`config.mk`:
```
export PLATFORM = sky130hd
export DESIGN_NAME = branch_ctrl
export DESIGN_NICKNAME = d
export VERILOG_FILES = /design/src/rtl/branch_pkg.sv /design/src/rtl/branch_ctrl_bht_table.sv /design/src/rtl/branch_ctrl.sv
export SDC_FILE = /design/constraint.sdc
export NUM_CORES = 1
export LEC_CHECK = 0
export ABC_AREA = 1
export CORE_ASPECT_RATIO = 1.2
export CORE_MARGIN = 8
export CORE_UTILIZATION = 49
export CTS_CLUSTER_SIZE = 40
export DETAILED_ROUTE_END_ITERATION = 8
export GPL_ROUTABILITY_DRIVEN = 0
export GPL_TIMING_DRIVEN = 0
export MAX_ROUTING_LAYER = met4
export PLACE_DENSITY = 0.76
export SYNTH_ARGS = -nofsm -noshare
export SYNTH_HDL_FRONTEND = slang
export SYNTH_SLANG_ARGS = --single-unit
```
`constraint.sdc`:
```
create_clock -name clk -period 2.5 [get_ports clk]
set_clock_uncertainty 0.15 [all_clocks]
set_input_delay 0.5 -clock clk [delete_from_list [all_inputs] [get_ports clk]]
set_output_delay 0.5 -clock clk [all_outputs]
set_load 0.05 [all_outputs]
```
`src/rtl/branch_pkg.sv`:
```
// Shared types and helpers for the branch prediction/resolution controller.
// Counter encoding: 00 strong-NT, 01 weak-NT, 10 weak-T, 11 strong-T.
package branch_pkg;

    typedef logic [1:0] bht_ctr_t;

    localparam bht_ctr_t BHT_STRONG_NT = 2'b00;
    localparam bht_ctr_t BHT_WEAK_NT   = 2'b01;
    localparam bht_ctr_t BHT_STRONG_T  = 2'b11;

    typedef enum logic {
        RUN   = 1'b0,
        FLUSH = 1'b1
    } bctrl_state_t;

    // Saturating 2-bit counter step toward the resolved direction.
    function automatic bht_ctr_t bht_next(input bht_ctr_t ctr, input logic taken);
        bht_ctr_t res;
        res = ctr;
        if (taken) begin
            if (ctr != BHT_STRONG_T) res = ctr + 2'd1;
        end else begin
            if (ctr != BHT_STRONG_NT) res = ctr - 2'd1;
        end
        return res;
    endfunction

endpackage

```
`src/rtl/branch_ctrl_bht_table.sv`:
```
// Bimodal counter table: one combinational read port, one read-modify-write
// update port, with write-first bypass when both address the same entry.
module bht_table
    import branch_pkg::*;
#(
    parameter int ENTRIES = 64,
    parameter int IW      = $clog2(ENTRIES)
) (
    input  logic          clk,
    input  logic          rst_n,
    input  logic [IW-1:0] rd_idx,
    output logic          rd_pred,
    input  logic          upd_en,
    input  logic [IW-1:0] upd_idx,
    input  logic          upd_taken
);

    bht_ctr_t ctr_reg [ENTRIES];
    bht_ctr_t upd_next;

    assign upd_next = bht_next(ctr_reg[upd_idx], upd_taken);

    always_ff @(posedge clk or negedge rst_n) begin
        if (!rst_n) begin
            for (int i = 0; i < ENTRIES; i++) begin
                ctr_reg[i] <= BHT_WEAK_NT;
            end
        end else if (upd_en) begin
            ctr_reg[upd_idx] <= upd_next;
        end
    end

    // Decode sees the value being written this cycle, not the stale one.
    always_comb begin
        rd_pred = ctr_reg[rd_idx][1];
        if (upd_en && (upd_idx == rd_idx)) begin
            rd_pred = upd_next[1];
        end
    end

endmodule

```
`src/rtl/branch_ctrl.sv`:
```
// Branch predictor and resolver: bimodal prediction in Decode, training and
// one-cycle redirect/flush on mispredict in Execute. Optional performance
// counters are built when BRANCH_CTRL_PERF_EN is defined.
module branch_ctrl
    import branch_pkg::*;
#(
    parameter int BHT_ENTRIES = 64,
    parameter int XLEN        = 32
) (
    input  logic            clk,
    input  logic            rst_n,
    input  logic            branchD,
    input  logic [XLEN-1:0] PCD,
    output logic            predTakenD,
    input  logic            branchE,
    input  logic            stallE,
    input  logic [XLEN-1:0] PCE,
    input  logic            predTakenE,
    input  logic            branchTakenE,
    input  logic [XLEN-1:0] PCTargetE,
    input  logic [XLEN-1:0] PCPlus4E,
    output logic            redirectF,
    output logic [XLEN-1:0] redirectPCF,
    output logic            flushD,
    output logic            flushE,
    output logic [31:0]     branchCount,
    output logic [31:0]     mispredCount
);

    localparam int IW = $clog2(BHT_ENTRIES);

    bctrl_state_t    state_reg, state_next;
    logic [XLEN-1:0] redirect_pc_reg;
    logic            resolve;
    logic            mispred;
    logic            table_pred;

    // Only the word-index bits of the PCs address the table.
    logic unused_pc_bits;
    assign unused_pc_bits = ^{PCD[XLEN-1:IW+2], PCD[1:0], PCE[XLEN-1:IW+2], PCE[1:0]};

    assign resolve = branchE & ~stallE & (state_reg == RUN);
    assign mispred = predTakenE != branchTakenE;

    bht_table #(
        .ENTRIES (BHT_ENTRIES),
        .IW      (IW)
    ) u_bht (
        .clk       (clk),
        .rst_n     (rst_n),
        .rd_idx    (PCD[IW+1:2]),
        .rd_pred   (table_pred),
        .upd_en    (resolve),
        .upd_idx   (PCE[IW+1:2]),
        .upd_taken (branchTakenE)
    );

    assign predTakenD = branchD & table_pred;

    always_comb begin
        state_next = state_reg;
        case (state_reg)
            RUN:     if (resolve && mispred) state_next = FLUSH;
            FLUSH:   state_next = RUN;
            default: state_next = RUN;
        endcase
    end

    always_ff @(posedge clk or negedge rst_n) begin
        if (!rst_n) begin
            state_reg       <= RUN;
            redirect_pc_reg <= '0;
        end else begin
            state_reg <= state_next;
            if (resolve && mispred) begin
                redirect_pc_reg <= branchTakenE ? PCTargetE : PCPlus4E;
            end
        end
    end

    // The FLUSH state itself is the registered redirect pulse.
    assign redirectF   = (state_reg == FLUSH);
    assign flushD      = (state_reg == FLUSH);
    assign flushE      = (state_reg == FLUSH);
    assign redirectPCF = redirect_pc_reg;

`ifdef BRANCH_CTRL_PERF_EN
    logic [31:0] branch_count_reg;
    logic [31:0] mispred_count_reg;

    always_ff @(posedge clk or negedge rst_n) begin
        if (!rst_n) begin
            branch_count_reg  <= '0;
            mispred_count_reg <= '0;
        end else if (resolve) begin
            branch_count_reg <= branch_count_reg + 32'd1;
            if (mispred) begin
                mispred_count_reg <= mispred_count_reg + 32'd1;
            end
        end
    end

    assign branchCount  = branch_count_reg;
    assign mispredCount = mispred_count_reg;
`else
    assign branchCount  = '0;
    assign mispredCount = '0;
`endif

endmodule

```
## Yosys cells after proc, flatten, opt, wreduce, memory -nomap -nowiden

Index checks and enable logic that the tools add are counted.

| word-level totals | value |
|---|---|
| bits in registers | 161 |
| logic and storage cells | 101 |

| operators by class | value |
|---|---|
| reductions and logical operators | 4 |
| multiplexer cells | 16 |
| magnitude comparators | 3 |
| add/sub/neg operators | 2 |
| eq/ne operators | 3 |
| bitwise gates (word level) | 7 |

Operators by type and width:

| cell | count |
|---|---|
| bitwise mux 128 bit | 1 |
| two-way mux 32 bit | 1 |
| binary-select mux 2 bit (select 6 bit) | 2 |
| two-way mux 2 bit | 8 |
| >= comparator 7 bit, second input constant | 2 |
| NOT 6 -> 7 bit | 2 |
| demux 2 bit (select 6 bit) | 1 |
| < comparator 7 x 1 -> 1 bit, second input constant | 1 |
| equality test 6 bit | 1 |
| AND 1 bit | 3 |
| logical AND 1 bit | 3 |
| adder 2 x 1 -> 2 bit, second input constant | 1 |
| two-way mux 1 bit | 2 |
| inequality test 2 bit, second input constant | 1 |
| NOT 1 bit | 2 |
| case mux 1 bit (2 select lines) | 1 |
| nonzero test 2 bit | 1 |
| subtractor 2 x 1 -> 2 bit, second input constant | 1 |
| inequality test 1 bit | 1 |

## Longest topological paths before layout

Gate-level depths: netlist of the first run.

| depth | value |
|---|---|
| depth in word-level cells | 9 |
| depth in mapped cells | 19 |
| gate-level depth less buffers | 16 |

## By module

Synthesis of the first run repeated with hierarchy kept, for this count alone.

| unflattened totals | value |
|---|---|
| cells, all modules | 1565 |
| area total of the unflattened synthesis | 10124.7 µm² |

Modules (own cells, without submodules):

| module | sequential area each (µm²) | area each (µm²) | cells each | times used |
|---|---|---|---|---|
| bht_table | 3283.1 | 7857.5 | 1245 | 1 |
| branch_ctrl | 825.8 | 2267.2 | 320 | 1 |

## Worst setup path after synthesis of the first run

No wires, ideal clock.

| timing path | value |
|---|---|
| path type | input -> output |
| start | input PCE[2] |
| end | output predTakenD |
| data arrival time | 2.443 ns |
| setup slack | -0.593 ns |
| cell stages on the path | 16 |
| path through | buf_6 buf_2 o21ai_0 nand2_1 nand2_1 nand2_1 nand2_1 nand2_1 nand2_1 nor2_1 nand2_1 nand2_1 nand2_1 nand2_1 clkbuf_2 a21oi_1 |

| on the way | value |
|---|---|
| longest elaborated chain between the ends | 9 |
| elaborated cells between the ends (all ways) | 15 |
| classes of those cells | add/sub: 2; eq/ne: 2; mux: 7; bitwise: 2; reduce/logical: 2 |

RTL lines:

| what | line | source |
|---|---|---|
| start, declared | branch_ctrl.sv:17 | `input logic [XLEN-1:0] PCE,` |
| NOT 6 -> 7 bit (implied by the code) | branch_ctrl_bht_table.sv:21 | `assign upd_next = bht_next(ctr_reg[upd_idx], upd_taken);` |
| binary-select mux 2 bit (select 6 bit) | branch_ctrl_bht_table.sv:21 |  |
| two-way mux 2 bit (implied by the code) (2 in series) | branch_ctrl_bht_table.sv:21 |  |
| subtractor 2 x 1 -> 2 bit, or another cell as far along | branch_pkg.sv:23 | `if (ctr != BHT_STRONG_NT) res = ctr - 2'd1;` |
| two-way mux 2 bit (on tied branches) | branch_pkg.sv:23, branch_pkg.sv:21 |  |
| two-way mux 2 bit | branch_pkg.sv:20 | `if (taken) begin` |
| two-way mux 1 bit * | branch_ctrl_bht_table.sv:36 | `if (upd_en && (upd_idx == rd_idx)) begin` |
| AND 1 bit * | branch_ctrl.sv:58 | `assign predTakenD = branchD & table_pred;` |
| end, declared | branch_ctrl.sv:14 | `output logic predTakenD,` |

Every way passes the cells marked *; elsewhere a longest branch is shown, timed or not. The select of a mux whose other input is x is not followed.

## Final worst setup path of the first run

| timing path | value |
|---|---|
| start | input PCE[6] |
| end | output predTakenD |

The elaborated chain is that of the path after synthesis.

==> results of run 1 <==
cells in the mapped netlist, drive strengths merged:
library cell  number  share of area
nand3b             2         0.0015
o211ai             6         0.0045
nor3              50          0.025
nor2              81          0.030
clkbuf            29          0.011
o21ai             85          0.061
nand3             49          0.024
buf              100          0.078
mux2i             32          0.032
xor2               2         0.0017
inv              152          0.057
xnor2              2         0.0017
a21oi             39          0.019
or2                4         0.0025
dfrtp             97           0.24
nand4              2         0.0012
conb               1        0.00037
or3                1        0.00062
nand2            636           0.24
dfstp             64           0.17
cell type report:
cell class | count | area [µm²] | share of cell area
Multi-Input combinational cell | 1055 | 4870 | 0.383
Sequential cell | 161 | 4110 | 0.323
Timing Repair Buffer | 125 | 1250 | 0.0984
Buffer | 128 | 1030 | 0.0814
Inverter | 152 | 588 | 0.0462
Clock buffer | 22 | 454 | 0.0357
Tap cell | 265 | 332 | 0.0261
Clock inverter | 10 | 78.8 | 0.00620
per-stage QoR:
step                cells  worst slack (ns)   util  hold WS, ns  power, mW
floorplan            1497            -0.119      -       0.0544       4.55
global placement     1875             -5.77  0.584        0.304       5.29
detailed placement   1876             -1.79  0.586        0.284       5.32
CTS                  1913            -0.368  0.624        0.316       7.79
global route         1918            -0.478  0.630        0.321       8.12
finish               1918            -0.397  0.630        0.314       7.80
cells by family (layout without fill, tap and decap cells):
family | after synthesis | count (layout) | synth area share
mux | 32 | 32 | 0.0319
buf+inv | 281 | 437 | 0.146
other cells | 1 | 64 | 0.000374
xor+xnor | 4 | 4 | 0.00349
compound gates | 130 | 130 | 0.0850
simple gates | 825 | 825 | 0.324
flops | 161 | 161 | 0.409
cells in the final DEF, fill, tap and decap left out, drive strengths merged, types with 2 or more instances in the layout:
cell,n
nand2,636
inv,152
buf,116
clkdlybuf4s50,102
dfrtp,97
o21ai,85
nor2,81
conb,64
dfstp,64
nor3,50
nand3,49
clkbuf,49
a21oi,39
mux2i,32
o211ai,6
clkinvlp,6
or2,4
clkinv,4
dlymetal6s2s,3
nand3b,2
nand4,2
xor2,2
xnor2,2
dlygate4sd2,2
metal layers:
layer | global-route usage | wire length (µm) | part of all wire
met2 | 0.412 | 14900 | 0.45
met3 | 0.0783 | 3770 | 0.11
met1 | 0.312 | 12300 | 0.37
met4 | 0.161 | 2000 | 0.061
met5 | - | 0 | 0
power by group through the flow:
stage	clock, mW	combinational, mW	sequential (mW)
2_1_floorplan	0	0.996	3.56
3_3_place_gp	0	2.18	3.11
3_5_place_dp	0	2.21	3.12
4_1_cts	2.45	2.26	3.08
5_1_grt	2.56	2.46	3.11
6_report	2.42	2.31	3.08
final timing paths:
kind | end | cells after the start | start
setup reg to reg | u_bht.ctr_reg[85] | 18 | u_bht.ctr_reg[21]
hold reg to reg | u_bht.ctr_reg[8] | 2 | u_bht.ctr_reg[8]
max in group asynchronous | u_bht.ctr_reg[62] | 3 | rst_n
setup / recovery | predTakenD | 12 | PCE[6]
min in group asynchronous | u_bht.ctr_reg[21] | 2 | rst_n
hold / removal | u_bht.ctr_reg[8] | 2 | u_bht.ctr_reg[8]
critical path: cells and delay by family:
kind	cells	cell delay, ns
simple gates	7	0.77
buf+inv	3	0.70
compound gates	2	0.26
timing repair:
action / 4_1_cts / 5_1_grt
pin swaps: 9 / 13
hold endpoints to repair: 27 / 0
hold buffers: 1 / 0
endpoints found under the setup margin: 158 / 25
resized for setup: 90 / 37
setup buffers: 4 / 6
==> flow_summary.yaml, run 1 <==
outcome:
  status: "finished, violations left"
  violations: "setup timing"
cts:
  cts_buffer_depth: 2
  insertion_delay_ns: 0.44
  h-tree-depth: 4
  cts_buffers: 17
  clk_pin_slew_ns: 0.06
  cts.sinks: 161
  ctsRootBufferMaster: "clkbuf_16"
  cts_tree: "yes"
sta:
  slew_headroom: 0.476
  final.min_clock_period_ns: 2.90
  grt_setup_unrepaired: "yes"
  fmax_mhz: 345
  finalSetupTns_ns: -0.397
  setup_ws_ns: -0.397
  hold_viol: 0
  fin_crit_sh: 1.16
  finalMaxSlewViolations: 0
  tightest_slew_ns: 0.786
  setup_violations: 1
final_layout:
  synthToLayoutAreaGrowth_pct: 26.7
  largest_reg_flops: 128
  num_antenna_cells: 0
  n_fill_cell: 1793
  drive_gt1_frac: 0.191
  nNetsFinal: 1775
  finish.instance_area_um2: 12700
die:
  die_w_um: 147
  ios: 235
  core-area_um2: 20200
  die_area_um2: 25300
  fp-row-count: 57
  start_util: 0.497
  die_h_um: 173
yosys:
  ys_ff_latch: 161
  ys_warn_count: 0
  synth_area_per_cell_um2: 7.00
  synth_cell_type_count: 30
  syn_inst: 1434
  ys_seq_area_frac: 0.409
  synth_area_um2: 10000
grt:
  grt_antenna_before_repair: 0
  grt_max_degree: 111
  grt_pass1_wl_mm: 52.3
  grt.total_usage: 0.271
  gr-total-overflow: 0
  grt_pass1_vias: 9759
route:
  ant_nets: 0
  viasPerCell: 5.18
  drc: 0
  vias: 9937
  first_pass_iters: 7
  wl_mm: 32.9
  first_iter_violations: 1394
  wl_per_cell_um: 17.2
setup_path:
  regToRegSetupSlack_ns: 0.10
  crit_required_ns: 1.85
  path_class: "in2out"
  arrival_ns: 2.25
  crit_fanout: 6
  cp-start-kind: "input port"
  endpoint_kind: "primary output"
  crit_chain: "clkdlybuf4s18_2, inv_2, nor3_4, o21ai_2, nand2_1, nor2_2, nand2_1, nand2_2, nand2_2, nand2_4, a21oi_4, buf_6"
  critPathMaxStageDelay_ns: 0.37
  cpMaxStageDelayCell: "clkdlybuf4s18_2"
pwr:
  p_seq_frac: 0.395
  peakVddDrop_mv: 0.501
  power.switching_mw: 2.80
  clkPwrFrac: 0.310
  leakage_nw: 6.19
  powerDensity_nw_per_um2: 614
  p_sw_frac: 0.359
  internal_power_mw: 5.00
  share_comb_of_total_power: 0.295
job:
  cap_violations: 0
placement:
  io_buffers: 113
  post-dp-hpwl_mm: 23.3
  dpl_cell_area_um2: 11800
hold_path:
  holdCritPathClass: "reg2reg"
No activity file was read; power rests on OpenSTA's default activity.
==> inputs of run 2 (changes only) <==
--- a/config.mk
+++ b/config.mk
@@ -7,14 +7,14 @@
 export LEC_CHECK = 0
 export ABC_AREA = 1
 export CORE_ASPECT_RATIO = 1.2
-export CORE_MARGIN = 8
-export CORE_UTILIZATION = 49
+export CORE_MARGIN = 4
+export CORE_UTILIZATION = 24
 export CTS_CLUSTER_SIZE = 40
 export DETAILED_ROUTE_END_ITERATION = 8
 export GPL_ROUTABILITY_DRIVEN = 0
 export GPL_TIMING_DRIVEN = 0
 export MAX_ROUTING_LAYER = met4
-export PLACE_DENSITY = 0.76
+export PLACE_DENSITY = 0.41
 export SYNTH_ARGS = -nofsm -noshare
 export SYNTH_HDL_FRONTEND = slang
 export SYNTH_SLANG_ARGS = --single-unit
==> run 2 against run 1 <==
Final cell count up 14%. Routed wire length is 16% higher. Critical path type unchanged. Largest cell class unchanged. Worst hold slack gained 0.0029 ns. The run still ends with setup timing left.
==> flow_summary.yaml, run 2 (synthesis gave the netlist of run 1 again) <==
route:
  drc: 0
  viasPerCell: 4.31
  wl_mm: 38.3
  wl_per_cell_um: 17.4
  ant_nets: 0
  first_iter_violations: 676
  first_pass_iters: 5
  vias: 9465
pwr:
  leakage_nw: 6.24
  internal_power_mw: 5.32
  p_seq_frac: 0.372
  share_comb_of_total_power: 0.285
  powerDensity_nw_per_um2: 624
  finalPower_mw: 8.25
  p_sw_frac: 0.356
  power.switching_mw: 2.93
  clkPwrFrac: 0.343
  peakVddDrop_mv: 0.466
placement:
  post-dp-hpwl_mm: 27.5
  io_buffers: 113
  dpl_cell_area_um2: 12200
cts:
  insertion_delay_ns: 0.45
  cts.sinks: 161
  cts_buffers: 17
  cts_buffer_depth: 2
  clk_pin_slew_ns: 0.07
  cts_tree: "yes"
  ctsRootBufferMaster: "clkbuf_16"
  h-tree-depth: 4
grt:
  grt.total_usage: 0.172
  grt_max_degree: 109
  grt_pass1_wl_mm: 56.8
  grt_pass1_vias: 9117
  gr-total-overflow: 0
  grt_antenna_before_repair: 0
sta:
  fin_crit_sh: 1.17
  finalSetupTns_ns: -0.425
  final.min_clock_period_ns: 2.92
  finalMaxSlewViolations: 0
  tightest_slew_ns: 0.823
  setup_violations: 1
  fmax_mhz: 342
  setup_ws_ns: -0.425
  fin_hold_ws_ns: 0.317
  grt_setup_unrepaired: "yes"
  slew_headroom: 0.451
  hold_viol: 0
job:
  cap_violations: 0
final_layout:
  drive_gt1_frac: 0.203
  nNetsFinal: 1779
  final_common_cell: "nand2_1"
  n_fill_cell: 4466
  num_antenna_cells: 0
  largest_reg_flops: 128
  finish.instance_area_um2: 13200
  synthToLayoutAreaGrowth_pct: 31.8
  final_cell_mix: "626 x nand2_1, 139 x inv_1, 103 x clkdlybuf4s50_1"
  fin_util: 0.322
setup_path:
  crit_required_ns: 1.85
  regToRegEndpoint: "u_bht.ctr_reg[81]"
  crit_fanout: 6
  regToRegSetupSlack_ns: 0.17
  cpMaxStageDelayCell: "clkinvlp_4"
  path_class: "in2out"
  cpMostUsedCell: "nand2_2"
  endpoint_kind: "primary output"
  crit_chain: "buf_2, clkinvlp_4, nor3_4, o21ai_1, nand2_1, nor2_2, nand2_1, nand2_2, nand2_2, nand2_2, clkbuf_16, a21oi_4, buf_6"
  rr_startpoint: "flushD"
  cp-start-kind: "input port"
  r2r_cells: 8
  critPathMaxStageDelay_ns: 0.27
  arrival_ns: 2.27
die:
  ios: 235
  die_w_um: 195
  die_area_um2: 45200
  die_h_um: 232
  fp-row-count: 81
  start_util: 0.245
  core-area_um2: 41000
outcome:
  status: "finished, violations left"
  violations: "setup timing"
hold_path:
  min_to: "u_bht.ctr_reg[126]"
  min_from: "u_bht.ctr_reg[126]"
  holdCritPathClass: "reg2reg"
  holdPathStages: 2
run 2: changes by cell type in the layout (fill, tap and decap cells not counted), moves of 3 or more:
cell            before  now
clkbuf_8             2    5
dlymetal6s2s_1       3    0
buf_6                6   10
clkbuf_1            17    9
inv_1              142  139
nand2_2              5   10
nand2_1            630  626
o21ai_2             51   55
clkbuf_2             6    9
bufinv_16            0    3
o21ai_1              8    3
run 2: cell type report:
| type | count | area (µm²) | share of cell area |
|---|---|---|---|
| buffer | 129 | 1090 | 0.0827 |
| timing repair buffer | 128 | 1260 | 0.0954 |
| multi-input combinational | 1055 | 4870 | 0.368 |
| sequential | 161 | 4110 | 0.311 |
| tap | 539 | 674 | 0.0510 |
| clock buffer | 18 | 439 | 0.0332 |
| clock inverter | 14 | 179 | 0.0135 |
| inverter | 152 | 601 | 0.0454 |
run 2: routing by layer:
metal,GRT usage,vias to the layer above,part of all wire
met5,-,-,0
met4,0.0626,0,0.032
met3,0.0403,66,0.074
met2,0.277,391,0.46
met1,0.212,4285,0.43
li1,-,4723,-
run 2: worst max-delay path by stage:
stage / startpoint / endpoint / slack [ns] / cells past startpoint
floorplan: PCE[2] / predTakenD / -0.12 / 17
global placement: rst_n / redirectPCF[17] / -6.68 / 1
detailed placement: PCE[3] / predTakenD / -2.02 / 15
CTS: u_bht.ctr_reg[48] / predTakenD / -0.41 / 16
global route: u_bht.ctr_reg[107] / predTakenD / -0.57 / 16
finish: PCE[6] / predTakenD / -0.42 / 13
run 2: repair_timing:
| action | 4_1_cts | 5_1_grt |
|---|---|---|
| buffers inserted | 11 | 2 |
| pin swaps | 13 | 7 |
| resized for setup | 119 | 23 |
| setup endpoints to repair | 162 | 53 |
| hold buffers | 1 | 0 |
| hold endpoints to repair | 28 | 0 |
| gates cloned | 0 | 0 |
run 2: per-stage QoR:
stage                     cells  setup slack, ns
after global placement     2149            -6.68
after CTS                  2194           -0.407
final                      2196           -0.425
after global routing       2196           -0.573
after floorplan            1497           -0.119
after detailed placement   2150            -2.02
run 2: power groups by stage:
stage,logic (mW),registers (mW),clock network (mW)
after floorplan,0.996,3.56,0
after global placement,2.28,3.11,0
after detailed placement,2.28,3.11,0
after CTS,2.35,3.07,2.91
after global routing,2.51,3.11,3.04
final,2.35,3.07,2.83
run 2: worst max-delay path: cells and delay by family:
family / cells / cell delay, ns
compound gates: 2 / 0.25
buf+inv: 4 / 0.84
simple gates: 7 / 0.67
==> inputs of run 3 (changes only) <==
--- a/config.mk
+++ b/config.mk
@@ -12,7 +12,6 @@
 export CTS_CLUSTER_SIZE = 40
 export DETAILED_ROUTE_END_ITERATION = 8
 export GPL_ROUTABILITY_DRIVEN = 0
-export GPL_TIMING_DRIVEN = 0
 export MAX_ROUTING_LAYER = met4
 export PLACE_DENSITY = 0.41
 export SYNTH_ARGS = -nofsm -noshare
==> constraint.sdc (replaced) <==
create_clock -name clk -period 2.7 [get_ports clk]
set_clock_uncertainty 0.15 [all_clocks]
set_input_delay 0.54 -clock clk [delete_from_list [all_inputs] [get_ports clk]]
set_output_delay 0.54 -clock clk [all_outputs]
set_load 0.05 [all_outputs]
==> run 3 against run 2 <==
Die area did not move. Non-clock buffer count fell by 10. Critical path depth fell by 2. First-iteration DRC count fell by 30%. Clock-buffer cell count rose by 4. Power fell by 7.8%. Final cell count fell by 0.50%. The run still ends with setup timing left.
==> flow_summary.yaml, run 3 (synthesis gave the netlist of run 1 again) <==
setup_path:
  crit_fanout: 11
  path_class: "in2out"
  crit_chain: "buf_4, inv_4, bufbuf_16, buf_4, nand2_1, nand4_1, or3_4, nand3_2, nand2_2, a21oi_4, buf_12"
  crit_required_ns: 2.01
  cp-start-kind: "input port"
  endpoint_kind: "primary output"
  cpMostUsedCell: "buf_4"
  critPathMaxStageDelay_ns: 0.41
  cpMaxStageDelayCell: "or3_4"
  arrival_ns: 2.13
route:
  wl_per_cell_um: 15.7
  viasPerCell: 4.25
  drc: 0
  vias: 9292
  first_iter_violations: 473
  first_pass_iters: 5
  wl_mm: 34.2
  ant_nets: 0
grt:
  grt_pass1_vias: 9109
  grt.total_usage: 0.156
  grt_antenna_before_repair: 0
  grt_pass1_wl_mm: 52.6
  grt_max_degree: 71
  gr-total-overflow: 0
die:
  ios: 235
  die_area_um2: 45200
  start_util: 0.245
  core-area_um2: 41000
  die_w_um: 195
  fp-row-count: 81
  die_h_um: 232
sta:
  fmax_mhz: 354
  final.min_clock_period_ns: 2.82
  hold_viol: 0
  fin_crit_sh: 1.04
  setup_ws_ns: -0.121
  slew_headroom: 0.640
  setup_violations: 1
  finalMaxSlewViolations: 0
  tightest_slew_ns: 0.538
  finalSetupTns_ns: -0.121
  grt_setup_unrepaired: "yes"
final_layout:
  final_cell_mix: "619 x nand2_1, 146 x inv_1, 104 x clkdlybuf4s50_1"
  n_fill_cell: 4464
  largest_reg_flops: 128
  drive_gt1_frac: 0.195
  multi_input_area_um2: 4830
  synthToLayoutAreaGrowth_pct: 32.1
  finish.instance_area_um2: 13300
  register_area_um2: 4110
  nNetsFinal: 1769
  num_antenna_cells: 0
  final_common_cell: "nand2_1"
cts:
  cts_tree: "yes"
  cts.sinks: 161
  cts_buffers: 17
  cts_buffer_depth: 2
  ctsRootBufferMaster: "clkbuf_16"
  insertion_delay_ns: 0.46
  h-tree-depth: 4
  clk_pin_slew_ns: 0.06
pwr:
  peakVddDrop_mv: 0.459
  leakage_nw: 6.24
  powerDensity_nw_per_um2: 573
outcome:
  status: "finished, violations left"
  violations: "setup timing"
job:
  cap_violations: 0
placement:
  dpl_cell_area_um2: 12300
  io_buffers: 118
  post-dp-hpwl_mm: 24.6
hold_path:
  holdCritPathClass: "reg2reg"
## run 3: timing repair
action                                  CTS  global route
setup buffers                            11             0
gates resized for setup                  68             6
pin swaps                                20             0
hold endpoints to repair                 16             0
cloned                                    2             0
hold buffers                              1             0
endpoints found under the setup margin   26             1
## run 3: metal layers
layer	share of wire	global-route usage	vias up
met3	0.057	0.0360	36
met2	0.48	0.257	272
met5	0	-	-
li1	-	-	4684
met4	0.021	0.0484	0
met1	0.44	0.190	4300
## run 3: layout make-up
cell class,count,area share
repair buffers,247,0.184
clock buffers,22,0.0350
well taps,539,0.0509
flip-flops and latches,161,0.310
inverters,152,0.0442
multi-input cells,1055,0.364
clock inverters,9,0.0119
## run 3: final timing paths
path	from	to	slack (ns)	cells after the start
setup / recovery	PCD[2]	predTakenD	-0.12	11
hold / removal	u_bht.ctr_reg[114]	u_bht.ctr_reg[114]	0.32	2
setup reg to reg	u_bht.ctr_reg[35]	u_bht.ctr_reg[123]	0.30	11
hold reg to reg	u_bht.ctr_reg[114]	u_bht.ctr_reg[114]	0.32	2
max in group asynchronous	rst_n	u_bht.ctr_reg[36]	1.20	3
min in group asynchronous	rst_n	u_bht.ctr_reg[27]	0.41	2
## run 3: where the power goes
part | switching, mW | internal, mW
clock network | 1.06 | 1.59
registers | 0.132 | 2.71
logic | 1.40 | 0.707
## run 3: per-stage QoR
step           worst slack (ns)  instances  utilization  hold slack [ns]  total power [mW]
4_1_cts                  -0.131       2185        0.323            0.318              7.72
5_1_grt                  -0.230       2185        0.323            0.326              7.99
6_report                 -0.121       2185        0.323            0.318              7.60
2_1_floorplan           0.00102       1497            -           0.0944              4.21
3_3_place_gp             -0.562       2140        0.300            0.306              4.95
3_5_place_dp             -0.575       2140        0.300            0.307              4.95
## run 3: critical path, delay by kind of cell
family / cells / cell delay [ns]
AOI/OAI and AO/OA: 1 / 0.14
buffers and inverters: 5 / 0.74
and+or+nand+nor: 5 / 0.72
